**src/rtl/tx_header_insert.sv**
```systemverilog
// rtl/tx_header_insert.sv - Ethernet/IPv4/UDP header builder and 42-byte payload realigner
module tx_header_insert #(
  parameter int DATA_WIDTH = 512,
  parameter int KEEP_WIDTH = DATA_WIDTH / 8,
  parameter int IP_TTL     = 64
) (
  input  logic                  clk,
  input  logic                  rst_n,
  input  logic                  meta_valid,
  output logic                  meta_ready,
  input  logic [47:0]           meta_mac_dst,
  input  logic [47:0]           meta_mac_src,
  input  logic [31:0]           meta_ip_src,
  input  logic [31:0]           meta_ip_dst,
  input  logic [15:0]           meta_l4_src,
  input  logic [15:0]           meta_l4_dst,
  input  logic [15:0]           meta_payload_len,
  input  logic [15:0]           meta_tuser_src,
  input  logic [15:0]           meta_tuser_dst,
  input  logic                  s_axis_tvalid,
  output logic                  s_axis_tready,
  input  logic [DATA_WIDTH-1:0] s_axis_tdata,
  input  logic [KEEP_WIDTH-1:0] s_axis_tkeep,
  input  logic                  s_axis_tlast,
  output logic                  m_axis_tvalid,
  input  logic                  m_axis_tready,
  output logic [DATA_WIDTH-1:0] m_axis_tdata,
  output logic [KEEP_WIDTH-1:0] m_axis_tkeep,
  output logic                  m_axis_tlast,
  output logic [15:0]           m_axis_tuser_size,
  output logic [15:0]           m_axis_tuser_src,
  output logic [15:0]           m_axis_tuser_dst
);

  localparam int HDR_BYTES = 42;
  localparam int HDR_BITS  = HDR_BYTES * 8;
  localparam int LOW_BYTES = KEEP_WIDTH - HDR_BYTES;
  localparam int LOW_BITS  = DATA_WIDTH - HDR_BITS;
  localparam logic [7:0] TTL_B = 8'(IP_TTL);

  typedef enum logic [2:0] {
    S_IDLE,
    S_CSUM,
    S_FIRST,
    S_BODY,
    S_FLUSH
  } state_t;

  state_t state;

  logic [47:0] mac_dst_r;
  logic [47:0] mac_src_r;
  logic [31:0] ip_src_r;
  logic [31:0] ip_dst_r;
  logic [15:0] l4_src_r;
  logic [15:0] l4_dst_r;
  logic [15:0] len_r;
  logic [15:0] tuser_src_r;
  logic [15:0] tuser_dst_r;
  logic [15:0] ip_id_cnt;
  logic [15:0] ip_id_r;
  logic [15:0] csum_r;
  logic [15:0] size_r;

  logic [HDR_BITS-1:0]  carry_data;
  logic [HDR_BYTES-1:0] carry_keep;

  logic [15:0]         total_len;
  logic [15:0]         udp_len;
  logic [31:0]         csum_sum;
  logic [31:0]         csum_f1;
  logic [15:0]         csum_calc;
  logic [HDR_BITS-1:0] hdr;

  logic                  out_free;
  logic                  s_fire;
  logic [HDR_BITS-1:0]   front;
  logic [DATA_WIDTH-1:0] beat_data;
  logic [KEEP_WIDTH-1:0] beat_keep;
  logic                  beat_short;

  logic                  ld_en;
  logic [DATA_WIDTH-1:0] ld_data;
  logic [KEEP_WIDTH-1:0] ld_keep;
  logic                  ld_last;
  state_t                ld_state;

  assign total_len = len_r + 16'd28;
  assign udp_len   = len_r + 16'd8;

  // Checksum word itself is left out of the sum; nine words cannot carry past 20 bits.
  assign csum_sum = 32'h0000_4500 + {16'h0, total_len} + {16'h0, ip_id_r} + 32'h0000_4000
                  + {16'h0, TTL_B, 8'h11}
                  + {16'h0, ip_src_r[31:16]} + {16'h0, ip_src_r[15:0]}
                  + {16'h0, ip_dst_r[31:16]} + {16'h0, ip_dst_r[15:0]};
  assign csum_f1   = {16'h0, csum_sum[15:0]} + {16'h0, csum_sum[31:16]};
  assign csum_calc = ~(csum_f1[15:0] + csum_f1[31:16]);

  assign hdr = {mac_dst_r, mac_src_r, 16'h0800,
                8'h45, 8'h00, total_len, ip_id_r, 16'h4000,
                TTL_B, 8'h11, csum_r, ip_src_r, ip_dst_r,
                l4_src_r, l4_dst_r, udp_len, 16'h0000};

  assign meta_ready    = rst_n && (state == S_IDLE);
  assign out_free      = !m_axis_tvalid || m_axis_tready;
  assign s_axis_tready = rst_n && out_free &&
                         (((state == S_FIRST) && (len_r != 16'd0)) || (state == S_BODY));
  assign s_fire        = s_axis_tvalid && s_axis_tready;

  // Each input beat splits: its first 22 bytes complete the current output beat,
  // the remaining 42 bytes wait in carry for the next one.
  assign front      = (state == S_FIRST) ? hdr : carry_data;
  assign beat_data  = {front, s_axis_tdata[DATA_WIDTH-1 -: LOW_BITS]};
  assign beat_keep  = {{HDR_BYTES{1'b1}}, s_axis_tkeep[KEEP_WIDTH-1 -: LOW_BYTES]};
  assign beat_short = !s_axis_tkeep[KEEP_WIDTH-1-LOW_BYTES];

  always_comb begin
    ld_en    = 1'b0;
    ld_data  = '0;
    ld_keep  = '0;
    ld_last  = 1'b0;
    ld_state = state;
    case (state)
      S_FIRST, S_BODY: begin
        if ((state == S_FIRST) && (len_r == 16'd0)) begin
          if (out_free) begin
            ld_en    = 1'b1;
            ld_data  = {hdr, {LOW_BITS{1'b0}}};
            ld_keep  = {{HDR_BYTES{1'b1}}, {LOW_BYTES{1'b0}}};
            ld_last  = 1'b1;
            ld_state = S_IDLE;
          end
        end else if (s_fire) begin
          ld_en   = 1'b1;
          ld_data = beat_data;
          ld_keep = beat_keep;
          ld_last = s_axis_tlast && beat_short;
          if (!s_axis_tlast)
            ld_state = S_BODY;
          else if (beat_short)
            ld_state = S_IDLE;
          else
            ld_state = S_FLUSH;
        end
      end
      S_FLUSH: begin
        if (out_free) begin
          ld_en    = 1'b1;
          ld_data  = {carry_data, {LOW_BITS{1'b0}}};
          ld_keep  = {carry_keep, {LOW_BYTES{1'b0}}};
          ld_last  = 1'b1;
          ld_state = S_IDLE;
        end
      end
      default: ;
    endcase
  end

  always_ff @(posedge clk) begin
    if (!rst_n) begin
      state             <= S_IDLE;
      mac_dst_r         <= '0;
      mac_src_r         <= '0;
      ip_src_r          <= '0;
      ip_dst_r          <= '0;
      l4_src_r          <= '0;
      l4_dst_r          <= '0;
      len_r             <= '0;
      tuser_src_r       <= '0;
      tuser_dst_r       <= '0;
      ip_id_cnt         <= '0;
      ip_id_r           <= '0;
      csum_r            <= '0;
      size_r            <= '0;
      carry_data        <= '0;
      carry_keep        <= '0;
      m_axis_tvalid     <= 1'b0;
      m_axis_tdata      <= '0;
      m_axis_tkeep      <= '0;
      m_axis_tlast      <= 1'b0;
      m_axis_tuser_size <= '0;
      m_axis_tuser_src  <= '0;
      m_axis_tuser_dst  <= '0;
    end else begin
      if (ld_en) begin
        m_axis_tvalid     <= 1'b1;
        m_axis_tdata      <= ld_data;
        m_axis_tkeep      <= ld_keep;
        m_axis_tlast      <= ld_last;
        m_axis_tuser_size <= size_r;
        m_axis_tuser_src  <= tuser_src_r;
        m_axis_tuser_dst  <= tuser_dst_r;
      end else if (m_axis_tready) begin
        m_axis_tvalid <= 1'b0;
      end

      if (s_fire) begin
        carry_data <= s_axis_tdata[HDR_BITS-1:0];
        carry_keep <= s_axis_tkeep[HDR_BYTES-1:0];
      end

      case (state)
        S_IDLE: begin
          if (meta_valid) begin
            mac_dst_r   <= meta_mac_dst;
            mac_src_r   <= meta_mac_src;
            ip_src_r    <= meta_ip_src;
            ip_dst_r    <= meta_ip_dst;
            l4_src_r    <= meta_l4_src;
            l4_dst_r    <= meta_l4_dst;
            len_r       <= meta_payload_len;
            tuser_src_r <= meta_tuser_src;
            tuser_dst_r <= meta_tuser_dst;
            ip_id_r     <= ip_id_cnt;
            ip_id_cnt   <= ip_id_cnt + 16'd1;
            state       <= S_CSUM;
          end
        end
        S_CSUM: begin
          csum_r <= csum_calc;
          size_r <= len_r + 16'd42;
          state  <= S_FIRST;
        end
        default: state <= ld_state;
      endcase
    end
  end

endmodule

```
**config.mk**
```make
export PLATFORM = sky130hd
export DESIGN_NAME = tx_header_insert
export DESIGN_NICKNAME = d
export VERILOG_FILES = /design/src/rtl/tx_header_insert.sv
export SDC_FILE = /design/constraint.sdc
export NUM_CORES = 2
export LEC_CHECK = 0
export CORE_AREA = 2 2 569 571
export CTS_CLUSTER_DIAMETER = 40
export DETAILED_ROUTE_END_ITERATION = 8
export DIE_AREA = 0 0 571 573
export DONT_BUFFER_PORTS = 1
export HOLD_SLACK_MARGIN = 0.05
export SLEW_MARGIN = 20
export SYNTH_ARGS = -nofsm -noshare
export SYNTH_HDL_FRONTEND = slang
export SYNTH_SLANG_ARGS = --single-unit
```
**constraint.sdc**
```tcl
create_clock -name clk -period 13.6 [get_ports clk]
set_input_delay 1.36 -clock clk [delete_from_list [all_inputs] [get_ports clk]]
set_output_delay 1.36 -clock clk [all_outputs]
set_load 0.005 [all_outputs]
```
== Yosys cells after proc, flatten, opt, wreduce, memory -nomap -nowiden ==
Index checks and enable logic that the tools add are counted.

* Bits in registers: 1311
* Bits in latches: 0
* Memory bits (writable): 0
* ROM bits: 0
* Word-level logic and storage cells: 91
* Memories: 0

* Add/sub/neg operators: 14
* $mul: 0
* Divide/modulo/power cells: 0
* $lt $le $gt $ge: 0
* Equality and inequality tests: 6
* Shift operators: 0
* Multiplexer cells: 28
* Bitwise gates (word level): 1
* Reductions and logical operators: 19

{| class="wikitable"
|+ Operators with widths
! kind !! count
|-
| two-way mux 512 bit || 4
|-
| one-hot mux 512 bit (2 select lines) || 1
|-
| two-way mux 336 bit || 1
|-
| two-way mux 64 bit || 4
|-
| one-hot mux 64 bit (2 select lines) || 1
|-
| adder 23 x 16 -> 24 bit || 1
|-
| adder 22 x 16 -> 23 bit || 1
|-
| adder 21 x 16 -> 22 bit || 1
|-
| adder 20 x 16 -> 21 bit || 1
|-
| adder 19 x 15 -> 20 bit (second input constant) || 1
|-
| adder 18 x 15 -> 19 bit (second input constant) || 1
|-
| adder 17 x 16 -> 18 bit || 1
|-
| two-way mux 3 bit || 6
|-
| adder 15 x 16 -> 17 bit (first input constant) || 1
|-
| adder 16 x 8 -> 17 bit || 1
|-
| adder 16 x 1 -> 16 bit || 1
|-
| adder 16 x 1 -> 16 bit (second input constant) || 1
|-
| adder 16 x 4 -> 16 bit (second input constant) || 1
|-
| adder 16 x 5 -> 16 bit (second input constant) || 1
|-
| adder 16 x 6 -> 16 bit (second input constant) || 1
|-
| logical NOT 16 bit || 1
|-
| inverter 16 bit || 1
|-
| nonzero test 16 bit || 1
|-
| one-hot mux 3 bit (2 select lines) || 2
|-
| other kinds (16) || 32
|}

== Logic depth before layout (Yosys ltp) ==
* Depth after elaboration: 12
* Mapped depth: 39
* Depth with buffers taken out: 37

== Least setup slack after synthesis ==
Ideal clock, no wire load.

* Kind: reg2reg
* Start point: reg len_r[3]
* End point: reg csum_r[5]
* Setup time: 132 ps
* Data arrival time: 8144 ps
* Slack: 5324 ps
* Cell stages (with the launch flop): 38
* Path buffers: 2
* Path through: dfxtp_1 > clkbuf_1 > inv_1 > ha_1 > nand2_1 > nand3_1 > xor2_1 > fa_1 > inv_1 > fa_1 > inv_1 > fa_1 > inv_1 > ha_1 > ha_1 > buf_4 > and4_1 > and2_1 > [2 not listed] > a21oi_1 > o21bai_1 > a21oi_1 > xnor2_1 > inv_1 > fa_1 > nor2b_1 > o21bai_1 > nand2b_1 > nor4_2 > and4_1 > ha_1 > and3_1 > nand2_1 > maj3_1 > or3_2 > nand3_1 > a21oi_1

* Word-level cells in the longest chain between the ends: 12

{| class="wikitable"
|+ RTL lines
! what !! RTL line !! source
|-
| start, declared || 57 || <nowiki>logic [15:0] len_r;</nowiki>
|-
| start signal, assigned || 211 || <nowiki>len_r <= meta_payload_len;</nowiki>
|-
| adder 16 x 5 -> 16 bit || 88 || <nowiki>assign total_len = len_r + 16'd28;</nowiki>
|-
| adder 15 x 16 -> 17 bit || 92 || <nowiki>assign csum_sum = 32'h0000_4500 + {16'h0, total_len} + {16'h0, ip_id_r} + 32'h0000_4000</nowiki>
|-
| adder 17 x 16 -> 18 bit || 92 ||
|-
| adder 18 x 15 -> 19 bit || 92 ||
|-
| adder 19 x 15 -> 20 bit || 93 || <nowiki>+ {16'h0, TTL_B, 8'h11}</nowiki>
|-
| adder 20 x 16 -> 21 bit || 94 || <nowiki>+ {16'h0, ip_src_r[31:16]} + {16'h0, ip_src_r[15:0]}</nowiki>
|-
| adder 21 x 16 -> 22 bit || 94 ||
|-
| adder 22 x 16 -> 23 bit || 95 || <nowiki>+ {16'h0, ip_dst_r[31:16]} + {16'h0, ip_dst_r[15:0]};</nowiki>
|-
| adder 23 x 16 -> 24 bit || 95 ||
|-
| adder 16 x 8 -> 17 bit || 96 || <nowiki>assign csum_f1 = {16'h0, csum_sum[15:0]} + {16'h0, csum_sum[31:16]};</nowiki>
|-
| adder 16 x 1 -> 16 bit || 97 || <nowiki>assign csum_calc = ~(csum_f1[15:0] + csum_f1[31:16]);</nowiki>
|-
| inverter 16 bit || 97 ||
|-
| end signal, assigned || 220 || <nowiki>csum_r <= csum_calc;</nowiki>
|-
| end, declared || 62 || <nowiki>logic [15:0] csum_r;</nowiki>
|}

No other way between the ends.
A chain may end at the register's enable or synchronous reset.

== Worst setup path in the final report ==
* Start point: reg len_r[4]
* End point: reg csum_r[5]

Same word-level chain as after synthesis.

==> out/metrics.yaml <==
status:
  run_status: "finished clean"
synthesis:
  synth_cells: 6463
  ys.flop_type: "dfxtp_1"
  yosysSeqAreaShare_pct: 50.28
  yosys_register_bits: 1311
  synth.distinct_cells: 76
  synth_edf_count: 0
  synthArstFlopShare_pct: 0
  yosysWarnings: 0
  syn_avg_cell_area_um2: 8.077
  syn-num-nets: 7396
  netlist_area_mm2: 0.05220
critical_path:
  max_stage_delay_ps: 570
  crit_slowest_cell: "nor4_2"
  path_max_fanout: 13
  worstSetupPathType: "reg -> reg"
  cp.required_ps: 14330
  crit_arrival_ps: 10270
  crit_path_start_kind: "flop"
  end_kind: "flop"
global_route:
  grt_pass1_vias: 45260
  grt_pass1_wl_um: 449300
  track_usage_pct: 20.54
  grt_max_degree: 188
  antenna_found_initial: 295
  grt_overflow: 0
timing:
  worstMarginPinSlew_ps: 1194
  fin_ws_ps: 4062
  period_minus_slack_ps: 9538
  min_period_over_period_pct: 70.13
  hold_viol: 0
  setup_violations: 0
  tns_ps: 0
  slew_headroom_pct: 19.95
  drv_slew: 0
  fmax_mhz: 104.8
  skew_ps: 60.78
  rsz0062_at_grt: "false"
drt:
  antenna_left: 0
  wl_per_cell_um: 32.32
  viasPerCell: 4.503
  dr_total_vias: 49040
  drt-total-wl_um: 352000
  drc: 0
  drtIter0Drc: 4314
  firstDrtPassIters: 6
clock_tree:
  path_clk_slew_ps: 50
  htree_levels: 5
  clockBufferDepth: 4
  cts_made_buffers: 281
  clk-insertion-delay-late_ps: 910
  post_cts_resized: 0
  ctsHoldBuffers: 0
  cts_root_buf: "clkbuf_16"
  post_cts_buffers: 0
  clock_sinks: 1311
  cts_tree: "built"
place:
  dp_slack_ps: 4214
  dp_cells: 10300
  gp_congestion: 0.8934
  dp_hpwl_um: 277800
  port_buffers: 0
power:
  irDropWorstVdd_mv: 0.1435
  leakagePower_nw: 21.63
  power.density_mw_per_mm2: 208.4
finish:
  fill_cells: 35470
  final_nets: 7207
  final_util_pct: 20.74
  final_cells: 10890
  syn2layout_area_growth_pct: 27.29
  drive_gt1_share_pct: 9.043
  seq_area_mm2: 0.02625
  multiInputGateArea_mm2: 0.02350
floorplan:
  die-area_mm2: 0.3272
  die_h_um: 573
  die_x_um: 571
  start_util_pct: 16.29
  io_pins: 1450
  std_cell_rows: 208
  fp.coreArea_mm2: 0.3204
flow_run:
  drv_cap: 0
min_path:
  hp-class: "reg -> reg"
[layout make-up]
| class | instances | share of cell area, % |
|---|---|---|
| tap | 4305 | 8.106 |
| inverter | 149 | 0.8530 |
| timing repair buffer | 58 | 0.8059 |
| clock inverter | 170 | 3.687 |
| sequential | 1311 | 39.50 |
| clock buffer | 341 | 11.37 |
| antenna | 83 | 0.3126 |
| multi-input combinational | 4473 | 35.37 |
[cell families (layout without fill, tap and decap cells)]
group | after synthesis | in the layout | share of synthesized area (%)
AOI/OAI and AO/OA | 1864 | 1864 | 21.88
xor gates and xnor gates | 76 | 76 | 1.304
adders and majority gates | 112 | 112 | 3.586
buffers and inverters | 679 | 718 | 4.901
DFF | 1311 | 1311 | 50.28
muxes | 1 | 1 | 0.02875
other | 0 | 83 | 0
and+or+nand+nor | 2420 | 2420 | 18.03
[placed cells by master (no fill, tap or decap), types with 9 or more instances in the layout]
master,count
a221oi_1,241
nand3_1,25
inv_6,25
nand2b_1,9
nor3_1,14
a22oi_1,284
a21oi_1,957
inv_1,147
clkbuf_8,30
buf_4,50
xnor2_1,46
clkbuf_1,30
clkinv_4,19
xor2_1,28
nor2_1,592
nand4_1,10
dfxtp_1,1311
diode_2,83
clkinv_16,11
clkinvlp_4,37
a211oi_1,65
clkinv_2,27
clkbuf_16,281
o22ai_1,9
nor2b_1,10
a31oi_1,48
o21ai_0,205
or3_1,9
nand2_1,1693
bufinv_16,35
ha_1,48
fa_1,63
[metal layers]
| layer | global-route usage [%] | up-vias | share of wire [%] |
|---|---|---|---|
| met5 | 0 | - | 0.22 |
| met4 | 8.942 | 116 | 4.3 |
| met3 | 13.46 | 798 | 15 |
| met2 | 32.76 | 2579 | 46 |
| met1 | 20.92 | 23670 | 35 |
| li1 | - | 21880 | - |
[state kept, by name (all words and copies together), names as in the netlist, 32 cells and up]
name / flops
mac_dst_r: 48
carry_keep: 42
m_axis_tdata: 512
ip_dst_r: 32
ip_src_r: 32
carry_data: 336
m_axis_tkeep: 64
mac_src_r: 48
[synthesized netlist by cell type, types with 3 or more instances]
master     number  area share, %
nor2b_1        10           0.12
nand3_1        26           0.25
o21bai_1        3          0.043
a211oi_1       66           0.95
fa_1           63            2.4
dfxtp_1      1311             50
or2_2           4          0.048
a31oi_1        48           0.58
a311oi_1        3          0.050
ha_1           48            1.2
nand4_1        10           0.12
or3_1          10           0.12
xnor2_1        46           0.77
and2_1          6          0.072
a2111oi_0       3          0.050
clkbuf_1      509            3.7
and4_1          5          0.084
a21o_1          8           0.12
a21oi_1       958            9.2
nor3_1         19           0.18
o22ai_1         9           0.11
nand2_1      1697             12
a221oi_1      241            4.0
xor2_1         28           0.47
inv_1         147            1.1
nor4_1          6          0.072
o211ai_1        5          0.072
a22oi_1       284            4.1
o21ai_0       205            2.0
buf_2           5          0.048
buf_1          15           0.11
and3_1          5          0.060
nor2_1        594            4.3
nand2b_1        9           0.11
nand3b_1        4          0.058
[worst max-delay path, delay by kind of cell (launching register included)]
kind | cells | cell delay (ps)
adder cells (fa/ha/maj) | 9 | 3650
AO/OA/AOI/OAI | 7 | 1390
AND/OR/NAND/NOR | 12 | 2970
XOR/XNOR | 2 | 460
flip-flops | 1 | 510
buffers and inverters | 5 | 410
[through the flow]
stage	hold WS [ps]	total power, mW	instance area (um2)
3_5_place_dp	446.2	6.644	56230
6_report	421.1	13.85	66450
2_1_floorplan	432.1	5.829	52200
3_3_place_gp	440.7	6.641	56230
5_1_grt	455.8	14.41	66350
4_1_cts	440.0	14.00	66240
[report_power, final]
| part | switching (mW) | total, mW | internal (mW) |
|---|---|---|---|
| Sequential | 0.262 | 4.30 | 4.04 |
| Combinational | 1.56 | 2.27 | 0.704 |
| Clock | 2.58 | 7.28 | 4.70 |
[path summary, 6_finish.rpt]
path | start | depth (start not counted) | slack (ps) | endpoint
setup / recovery | len_r[4] | 35 | 4060 | csum_r[5]
hold / removal | carry_data[31] | 2 | 420 | m_axis_tdata[207]
setup reg to reg | len_r[4] | 35 | 4060 | csum_r[5]
hold reg to reg | carry_data[31] | 2 | 420 | m_axis_tdata[207]
Power figures use the tool's default switching activity.
